==> src/rtl/stream_bus_demux_pkg.sv <==
// Shared constants and width helpers for the stream_bus_demux block.
package stream_bus_demux_pkg;

   localparam int CNT_W = 16;

   function automatic int sel_w(input int n);
      return (n > 2) ? $clog2(n) : 1;
   endfunction

   function automatic int ptr_w(input int depth);
      return (depth > 2) ? $clog2(depth) : 1;
   endfunction

endpackage

==> src/rtl/stream_bus_demux_fifo.sv <==
// Per-channel FIFO for stream_bus_demux: DEPTH entries, no bypass, head always on dout.
module stream_bus_demux_fifo
   import stream_bus_demux_pkg::*;
#(
   parameter int BUS_WIDTH = 8,
   parameter int DEPTH     = 2
) (
   input  logic                 clk,
   input  logic                 rst,
   input  logic                 push,
   input  logic [BUS_WIDTH-1:0] din,
   output logic                 full,
   input  logic                 pop,
   output logic [BUS_WIDTH-1:0] dout,
   output logic                 empty
);

   localparam int PTR_W    = ptr_w(DEPTH);
   localparam int CNT_BITS = $clog2(DEPTH + 1);
   localparam logic [PTR_W-1:0]    LAST_PTR = PTR_W'(DEPTH - 1);
   localparam logic [CNT_BITS-1:0] FULL_CNT = CNT_BITS'(DEPTH);

   logic [BUS_WIDTH-1:0] mem_q [DEPTH];
   logic [BUS_WIDTH-1:0] mem_d [DEPTH];
   logic [PTR_W-1:0]     wr_ptr_q, wr_ptr_d;
   logic [PTR_W-1:0]     rd_ptr_q, rd_ptr_d;
   logic [CNT_BITS-1:0]  count_q, count_d;
   logic                 do_push, do_pop;

   assign full    = (count_q == FULL_CNT);
   assign empty   = (count_q == '0);
   assign dout    = mem_q[rd_ptr_q];
   assign do_push = push & ~full;
   assign do_pop  = pop & ~empty;

   always_comb begin
      mem_d    = mem_q;
      wr_ptr_d = wr_ptr_q;
      rd_ptr_d = rd_ptr_q;
      count_d  = count_q;
      if (do_push) begin
         mem_d[wr_ptr_q] = din;
         wr_ptr_d        = (wr_ptr_q == LAST_PTR) ? '0 : wr_ptr_q + 1'b1;
      end
      if (do_pop) begin
         rd_ptr_d = (rd_ptr_q == LAST_PTR) ? '0 : rd_ptr_q + 1'b1;
      end
      // Push and pop together leave the occupancy unchanged.
      case ({do_push, do_pop})
         2'b10:   count_d = count_q + 1'b1;
         2'b01:   count_d = count_q - 1'b1;
         default: count_d = count_q;
      endcase
   end

   always_ff @(posedge clk or posedge rst) begin
      if (rst) begin
         for (int unsigned i = 0; i < DEPTH; i++) begin
            mem_q[i] <= '0;
         end
         wr_ptr_q <= '0;
         rd_ptr_q <= '0;
         count_q  <= '0;
      end else begin
         mem_q    <= mem_d;
         wr_ptr_q <= wr_ptr_d;
         rd_ptr_q <= rd_ptr_d;
         count_q  <= count_d;
      end
   end

endmodule

==> src/rtl/stream_bus_demux.sv <==
// Registered 1-to-NUM_CH valid/ready demux with a FIFO per channel.
// Define STREAM_BUS_DEMUX_CNT_EN to add the CNT port with per-channel delivered-beat counters.
module stream_bus_demux
   import stream_bus_demux_pkg::*;
#(
   parameter int BUS_WIDTH = 8,
   parameter int NUM_CH    = 4,
   parameter int DEPTH     = 2
) (
   input  logic                          CLK,
   input  logic                          RST,
   input  logic [BUS_WIDTH-1:0]          Y,
   input  logic [sel_w(NUM_CH)-1:0]      SEL,
   input  logic                          Y_VALID,
   output logic                          Y_READY,
   output logic [NUM_CH*BUS_WIDTH-1:0]   DOUT,
   output logic [NUM_CH-1:0]             DOUT_VALID,
   input  logic [NUM_CH-1:0]             DOUT_READY,
   output logic                          SEL_ERR
`ifdef STREAM_BUS_DEMUX_CNT_EN
   ,
   output logic [NUM_CH*CNT_W-1:0]       CNT
`endif
);

   localparam int SEL_W = sel_w(NUM_CH);
   localparam logic [SEL_W:0] NUM_CH_EXT = (SEL_W + 1)'(NUM_CH);

   logic              sel_ok;
   logic [NUM_CH-1:0] hit_v, full_v, empty_v, push_v, pop_v;
   logic              sel_err_q, sel_err_d;

   assign sel_ok = ({1'b0, SEL} < NUM_CH_EXT);

   // Out-of-range selects hit no channel, so Y_READY falls back to 1 and the beat is dropped.
   always_comb begin
      hit_v = '0;
      for (int unsigned c = 0; c < NUM_CH; c++) begin
         hit_v[c] = sel_ok && (SEL == SEL_W'(c));
      end
   end

   assign Y_READY   = ~|(hit_v & full_v);
   assign push_v    = hit_v & {NUM_CH{Y_VALID & Y_READY}};
   assign pop_v     = DOUT_VALID & DOUT_READY;
   assign sel_err_d = sel_err_q | (Y_VALID & ~sel_ok);
   assign SEL_ERR   = sel_err_q;

   always_ff @(posedge CLK or posedge RST) begin
      if (RST) sel_err_q <= 1'b0;
      else     sel_err_q <= sel_err_d;
   end

   for (genvar c = 0; c < NUM_CH; c++) begin : g_ch
      stream_bus_demux_fifo #(
         .BUS_WIDTH (BUS_WIDTH),
         .DEPTH     (DEPTH)
      ) u_fifo (
         .clk   (CLK),
         .rst   (RST),
         .push  (push_v[c]),
         .din   (Y),
         .full  (full_v[c]),
         .pop   (pop_v[c]),
         .dout  (DOUT[c*BUS_WIDTH +: BUS_WIDTH]),
         .empty (empty_v[c])
      );
      assign DOUT_VALID[c] = ~empty_v[c];
   end

`ifdef STREAM_BUS_DEMUX_CNT_EN
   logic [CNT_W-1:0] cnt_q [NUM_CH];
   logic [CNT_W-1:0] cnt_d [NUM_CH];

   always_comb begin
      for (int unsigned c = 0; c < NUM_CH; c++) begin
         cnt_d[c] = cnt_q[c] + CNT_W'(pop_v[c]);
      end
   end

   always_ff @(posedge CLK or posedge RST) begin
      if (RST) begin
         for (int unsigned c = 0; c < NUM_CH; c++) begin
            cnt_q[c] <= '0;
         end
      end else begin
         cnt_q <= cnt_d;
      end
   end

   for (genvar c = 0; c < NUM_CH; c++) begin : g_cnt
      assign CNT[c*CNT_W +: CNT_W] = cnt_q[c];
   end
`endif

endmodule

==> config.mk <==
export PLATFORM = sky130hd
export DESIGN_NAME = stream_bus_demux
export DESIGN_NICKNAME = d
export VERILOG_FILES = /design/src/rtl/stream_bus_demux_pkg.sv /design/src/rtl/stream_bus_demux_fifo.sv /design/src/rtl/stream_bus_demux.sv
export SDC_FILE = /design/constraint.sdc
export NUM_CORES = 1
export LEC_CHECK = 0
export CORE_MARGIN = 2
export CORE_UTILIZATION = 30
export CTS_CLUSTER_DIAMETER = 80
export DETAILED_ROUTE_END_ITERATION = 10
export PLACE_DENSITY = 0.53
export SETUP_SLACK_MARGIN = 0.4
export SLEW_MARGIN = 40
export SYNTH_ARGS = -nofsm -noshare
export SYNTH_HDL_FRONTEND = slang
export SYNTH_SLANG_ARGS = --single-unit
export TNS_END_PERCENT = 10
==> constraint.sdc <==
create_clock -name CLK -period 3.2 [get_ports CLK]
set_input_delay 0.32 -clock CLK [delete_from_list [all_inputs] [get_ports CLK]]
set_output_delay 0.32 -clock CLK [all_outputs]
set_load 0.01 [all_outputs]
==> impl_results.md, run 1 <==
- Crit path kind: input port to output port
- #FFs+latches synth: 80
- Crit-path cells: clkdlybuf4s50_1, mux4_1, clkdlybuf4s50_1
- Max Clk Rate: 0.4250 GHz
- Largest stage delay on the critical path: 0.63 ns
- Relative slew slack: 55.45%
- Ys async rst share: 100.0%
- Commonest non-fill, non-tap cell in the layout: mux2_2
- Vias per std cell: 4.685
- Row count: 40
- Layout Skew: 0.007121 ns
- Final period util: around 74%
- CP Launch Type: input port
- DP Area: 0.004355 sq mm
- Num CTS Buffers: 9
- Vias in the first global route: 2129
- Bufs on Longest Clock Path: 2
- Crit path buf inv count: 2
- Worst path arrival time: 2.03 ns
- Gpl congestion: 0.7093
- DRC: 0
- Root buffer cell: clkbuf_16
- Via count: 2127
- Seq/Total Area, Yosys: 54.48%
- Core Footprint: 0.01196 sq mm
- Routed WL per cell: 17.06 um
- CTS Sinks: 80
- Worst skew pair latency: 0.33 ns
- Hold Crit Class: input port to async pin
- Max VDD drop: 0.3714 mV
- H-tree depth: 3
- Lkg Pwr: 1.961 nW
- Global-route wire length before repair: 11.92 mm
- Fillers: 1102
- Total track usage: 12.34%
- Main synth FF type: dfrtp_1
- WHS: 0.4396 ns
- Final instance area: roughly 0.0047 sq mm
- 1st-iter DRT viols: 93
- Worst Tran Pin Value: about 0.67 ns
- Worst path slowest cell: clkdlybuf4s50_1
- Grt total ovfl: 0
- Pwr Density: between 1000 and 1500 mW/mm^2
- Count of flip-flops with a built-in enable after synthesis: 0
- Top-area cell type share of the netlist area: 54.48%
- Max-Cap Viols: 0
- Nets: roughly 320
- Post-Syn Instances: 246
- Worst Path Required: 2.88 ns
- Fin crit period: between 2 and 2.5 ns
- Critical path's most frequent cell: clkdlybuf4s50_1
- Syn_area_per_cell: 14.94 sq um
- Area Overhead vs Synth: 26.97%
- Die Ht: roughly 110 um
- Top cells by area, synth: dfrtp_1 (54%), mux2_2 (27%), mux2_4 (3.3%), xnor2_1 (2.9%), xor2_1 (1.9%)
- Die Footprint: 0.01315 sq mm
- DRT Pass-1 Iters: 4
- CTS tree: yes
- # setup viols final: 0
- Final worst slack: 0.8469 ns
- RSZ-0062 raised after global routing: false
- DP HPWL: 5.154 mm
- Crit-path max FO: 6
- Setup Buffers After CTS: 0
- Area of the mapped netlist: 0.003675 sq mm
- Initial antenna violation count: 0
- Element type at the critical path end: output port
- Max-slew violations: 0
- CP top delay family: buffers and inverters
- Setup Slack @ Placement: approximately 0.86 ns
- Post-cts resize count: 0
- I/O pin cnt: 55
- Die W: roughly 110 um
- Share of cells above drive strength 1: between 40 and 50%
- Total negative slack: 0 ns
- Largest net degree at the start of global routing: 43
- Synth cell types: 28
- # diodes: 0
- Synthesized Nets: 267
- Fin. Hold Viols: 0
- Final core occ: about two fifths
- Leading area contributor after synthesis: dfrtp_1
- Initial core utilization: 30.72%
- IO buf count: 53
- Final ANT Viol Nets: 0
- Hold_buf cts: 0
- Ys Warns: 0
- Total Routed Length: between 7 and 8 mm
- Most frequent cells in the layout: mux2_2 (88), dfrtp_1 (80), clkdlybuf4s50_1 (53)
- CTS clk-pin slew, worst paths: 0.06 ns
- Outcome: complete, no violations
==> worst register-to-register path, cell delays in order, from the launching register on <==
cell     delay (ns)
dfrtp_1        0.41
nor2b_1        0.19
nor4b_4        0.63
mux2_2         0.41
==> report_power, final <==
part | switching (mW) | leakage (nW) | internal, mW
Clock | 0.410 | 0.147 | 0.676
Combinational | 0.726 | 0.852 | 1.40
Sequential | 0.373 | 0.961 | 1.52
==> final timing paths <==
check / startpoint / endpoint / slack [ns] / cells past startpoint
worst max-delay path: SEL[0] / Y_READY / 0.85 / 3
worst min-delay path: RST / g_ch[0].u_fifo.count_q[1] / 0.44 / 3
worst max register to register: g_ch[1].u_fifo.count_q[1] / g_ch[1].u_fifo.mem_q[5] / 1.44 / 3
worst min register to register: g_ch[2].u_fifo.wr_ptr_q / g_ch[2].u_fifo.wr_ptr_q / 0.49 / 1
max in group asynchronous: RST / g_ch[3].u_fifo.mem_q[2] / 2.35 / 3
min in group CLK: g_ch[2].u_fifo.wr_ptr_q / g_ch[2].u_fifo.wr_ptr_q / 0.49 / 1
==> stage by stage <==
step / power (mW) / instances
after global routing: 5.425 / 454
after global placement: 4.028 / 439
after CTS: 5.171 / 454
after detailed placement: 4.068 / 439
final: 5.106 / 454
after floorplan: 3.122 / 246
==> cell families (layout without fill, tap and decap cells) <==
kind of cell	count (synthesis)	count (layout)	synth area share, %
xor gates and xnor gates	20	20	4.767
adders and majority gates	4	4	1.362
buffers and inverters	10	71	1.430
DFF	80	80	54.48
muxes	97	97	30.95
other	1	1	0.1020
and+or+nand+nor	34	34	6.912
==> routing by layer <==
layer	GRT usage (%)	vias up	routed length, um
li1	-	988	-
met1	18.36	1088	3975
met2	17.63	43	3403
met3	2.912	8	274
met4	3.902	0	92
met5	0	-	0
==> registers in the layout, indices dropped and copies added (netlist names) <==
| signal | count |
|---|---|
| g_ch.u_fifo.count_q | 8 |
| g_ch.u_fifo.rd_ptr_q | 4 |
| g_ch.u_fifo.wr_ptr_q | 4 |
| g_ch.u_fifo.mem_q | 64 |
==> cell usage after synthesis (4+ instances only) <==
master    count
and2_1        4
clkbuf_1      4
dfrtp_1      80
ha_1          4
mux2_2       88
mux2_4        8
nand2b_1      4
nor2_1        5
or2_2         4
xnor2_1      12
xor2_1        8
==> layout make-up <==
cell class / instances / area (sq um) / share of cell area (%)
inverters: 1 / 3.754 / 0.08045
clock buffers: 9 / 225.2 / 4.827
well taps: 147 / 183.9 / 3.942
repair buffers: 55 / 545.5 / 11.69
multi-input cells: 156 / 1620 / 34.73
clock inverters: 6 / 85.08 / 1.824
flip-flops and latches: 80 / 2002 / 42.91
(Power assumes the default switching activity.)
==> inputs of run 2 (changes only) <==
clock period = 2.3 ns   (was 3.2 ns; I/O delays follow)
==> impl_results.md, run 2 (synthesized netlist as in run 1, its figures left out) <==
- Global-route wire length before repair: 12.85 mm (was 11.92 mm)
- Largest net degree at the start of global routing: 42 (was 43)
- Outcome: complete, no violations (unchanged)
- Worst Path Required: 2.07 ns (was 2.88 ns)
- Fin. Hold Viols: 0 (unchanged)
- Worst skew pair latency: 0.33 ns (about the same)
- CP top delay family: buffers and inverters (unchanged)
- Max FFs per register: 64 (unchanged)
- Vias in the first global route: 2305 (was 2129)
- Largest stage delay on the critical path: 0.47 ns (was 0.63 ns)
- Lkg Pwr: 2.130 nW (was 1.961 nW)
- Bufs on Longest Clock Path: 2 (unchanged)
- CTS clk-pin slew, worst paths: 0.06 ns (about the same)
- Row count: 40 (unchanged)
- Layout Skew: 0.005676 ns (was 0.007121 ns)
- I/O pin cnt: 55 (unchanged)
- DP HPWL: 5.339 mm (was 5.154 mm)
- RSZ-0062 raised after global routing: true (was false)
- Total negative slack: 0 ns (unchanged)
- Crit path buf inv count: 2 (unchanged)
- DRC: 0 (unchanged)
- Num CTS Buffers: 9 (unchanged)
- Crit path kind: flop to output port (was input port to output port)
- Crit-path cells: buf_2, mux2_2, clkdlybuf4s50_1 (was clkdlybuf4s50_1, mux4_1, clkdlybuf4s50_1)
- Routed WL per cell: 16.83 um (was 17.06 um)
- Hold_buf cts: 0 (unchanged)
- Final period util: 83.53%
- Worst path arrival time: 1.69 ns (was 2.03 ns)
- DRT Pass-1 Iters: 3 (was 4)
- Initial antenna violation count: 0 (unchanged)
- Element type at the critical path end: output port (unchanged)
- 1st-iter DRT viols: 70 (was 93)
- Area Overhead vs Synth: 33.50% (was 26.97%)
- Initial core utilization: 30.72% (unchanged)
- Final core occ: 41.01% (was 39.01%)
- Crit-path max FO: 4 (was 6)
- Hold Crit Class: input port to async pin (unchanged)
- Via count: 2206 (was 2127)
- Max Clk Rate: 0.5205 GHz
- Final ANT Viol Nets: 0 (unchanged)
- Vias per std cell: 4.586 (was 4.685)
- # diodes: 0 (unchanged)
- Nets: 350 (was 324)
- Max-Cap Viols: 0 (unchanged)
- Total track usage: 13.17% (was 12.34%)
- CP Launch Type: flop (was input port)
- CTS Sinks: 80 (unchanged)
- Largest regs: g_ch.u_fifo.mem_q: 64 flops, g_ch.u_fifo.count_q: 8 flops (unchanged)
- Max VDD drop: 0.5330 mV (was 0.3714 mV)
- Commonest non-fill, non-tap cell in the layout: mux2_2 (unchanged)
- # setup viols final: 0 (unchanged)
- Grt total ovfl: 0 (unchanged)
- Share of cells above drive strength 1: 47.31% (was 40.72%)
- Total Routed Length: 8.096 mm (was 7.746 mm)
- Pwr Density: 1496 mW/mm^2 (was 1094 mW/mm^2)
- Core Footprint: 0.01196 sq mm (unchanged)
- IO buf count: 53 (unchanged)
- CTS tree: yes (unchanged)
- Die W: 114.7 um (unchanged)
- Die Ht: 114.7 um (unchanged)
- Placed cells: 448 (was 439)
- Gpl congestion: 0.6900 (was 0.7093)
- H-tree depth: 3 (unchanged)
- Max-slew violations: 0 (unchanged)
- Die Footprint: 0.01315 sq mm (unchanged)
- Most frequent cells in the layout: mux2_2 (88), dfrtp_1 (76), clkdlybuf4s50_1 (49) (was mux2_2 (88), dfrtp_1 (80), clkdlybuf4s50_1 (53))
- Fin crit period: 1.921 ns
- Root buffer cell: clkbuf_16 (unchanged)
- Fin cells: 481 (was 454)
- Reg with most FFs: g_ch.u_fifo.mem_q (unchanged)
- Worst path slowest cell: clkdlybuf4s50_1 (unchanged)
run 2: power by group:
part | leakage, nW | switching [mW] | internal, mW
Clock | 0.148 | 0.613 | 0.860
Sequential | 0.957 | 0.418 | 2.13
Combinational | 1.03 | 1.18 | 2.14
Total | 2.13 | 2.21 | 5.13
run 2: layer usage:
| layer | wire length (um) | GRT usage [%] | up-vias |
|---|---|---|---|
| li1 | - | - | 1041 |
| met1 | 4076 | 18.98 | 1118 |
| met2 | 3689 | 19.29 | 42 |
| met3 | 241 | 3.812 | 5 |
| met4 | 88 | 3.659 | 0 |
| met5 | 0 | 0 | - |
run 2: final timing paths:
kind | start | to | slack, ns | depth (start not counted)
min in group CLK | g_ch[2].u_fifo.wr_ptr_q | g_ch[2].u_fifo.wr_ptr_q | 0.49 | 1
setup / recovery | g_ch[2].u_fifo.rd_ptr_q | DOUT[19] | 0.38 | 3
setup reg to reg | g_ch[1].u_fifo.count_q[0] | g_ch[1].u_fifo.count_q[1] | 0.56 | 6
max in group asynchronous | RST | g_ch[3].u_fifo.rd_ptr_q | 1.63 | 3
hold / removal | RST | g_ch[0].u_fifo.mem_q[3] | 0.19 | 2
hold reg to reg | g_ch[2].u_fifo.wr_ptr_q | g_ch[2].u_fifo.wr_ptr_q | 0.49 | 1
run 2: through the flow:
step	worst slack [ns]	hold slack, ns	power, mW	instance area, sq um
after floorplan	0.6630	0.3785	4.343	3679
after global placement	0.2153	0.4698	5.634	4452
after detailed placement	0.1495	0.4779	5.694	4452
after CTS	0.3560	0.1790	7.337	4830
after global routing	0.3165	0.1876	7.825	4906
final	0.3788	0.1888	7.339	4906
run 2: cell type report:
| cell class | instances | area, sq um |
|---|---|---|
| repair buffers | 81 | 765.7 |
| clock buffers | 9 | 225.2 |
| well taps | 147 | 183.9 |
| multi-input cells | 156 | 1635 |
| inverters | 1 | 7.507 |
| fillers | 1131 | 7056 |
| flip-flops and latches | 80 | 2007 |
| clock inverters | 7 | 81.33 |
run 2: timing repair:
action                                  in CTS  in global routing
resized for setup                            8                  5
buffers inserted                             7                 10
endpoints found under the setup margin      33                 37
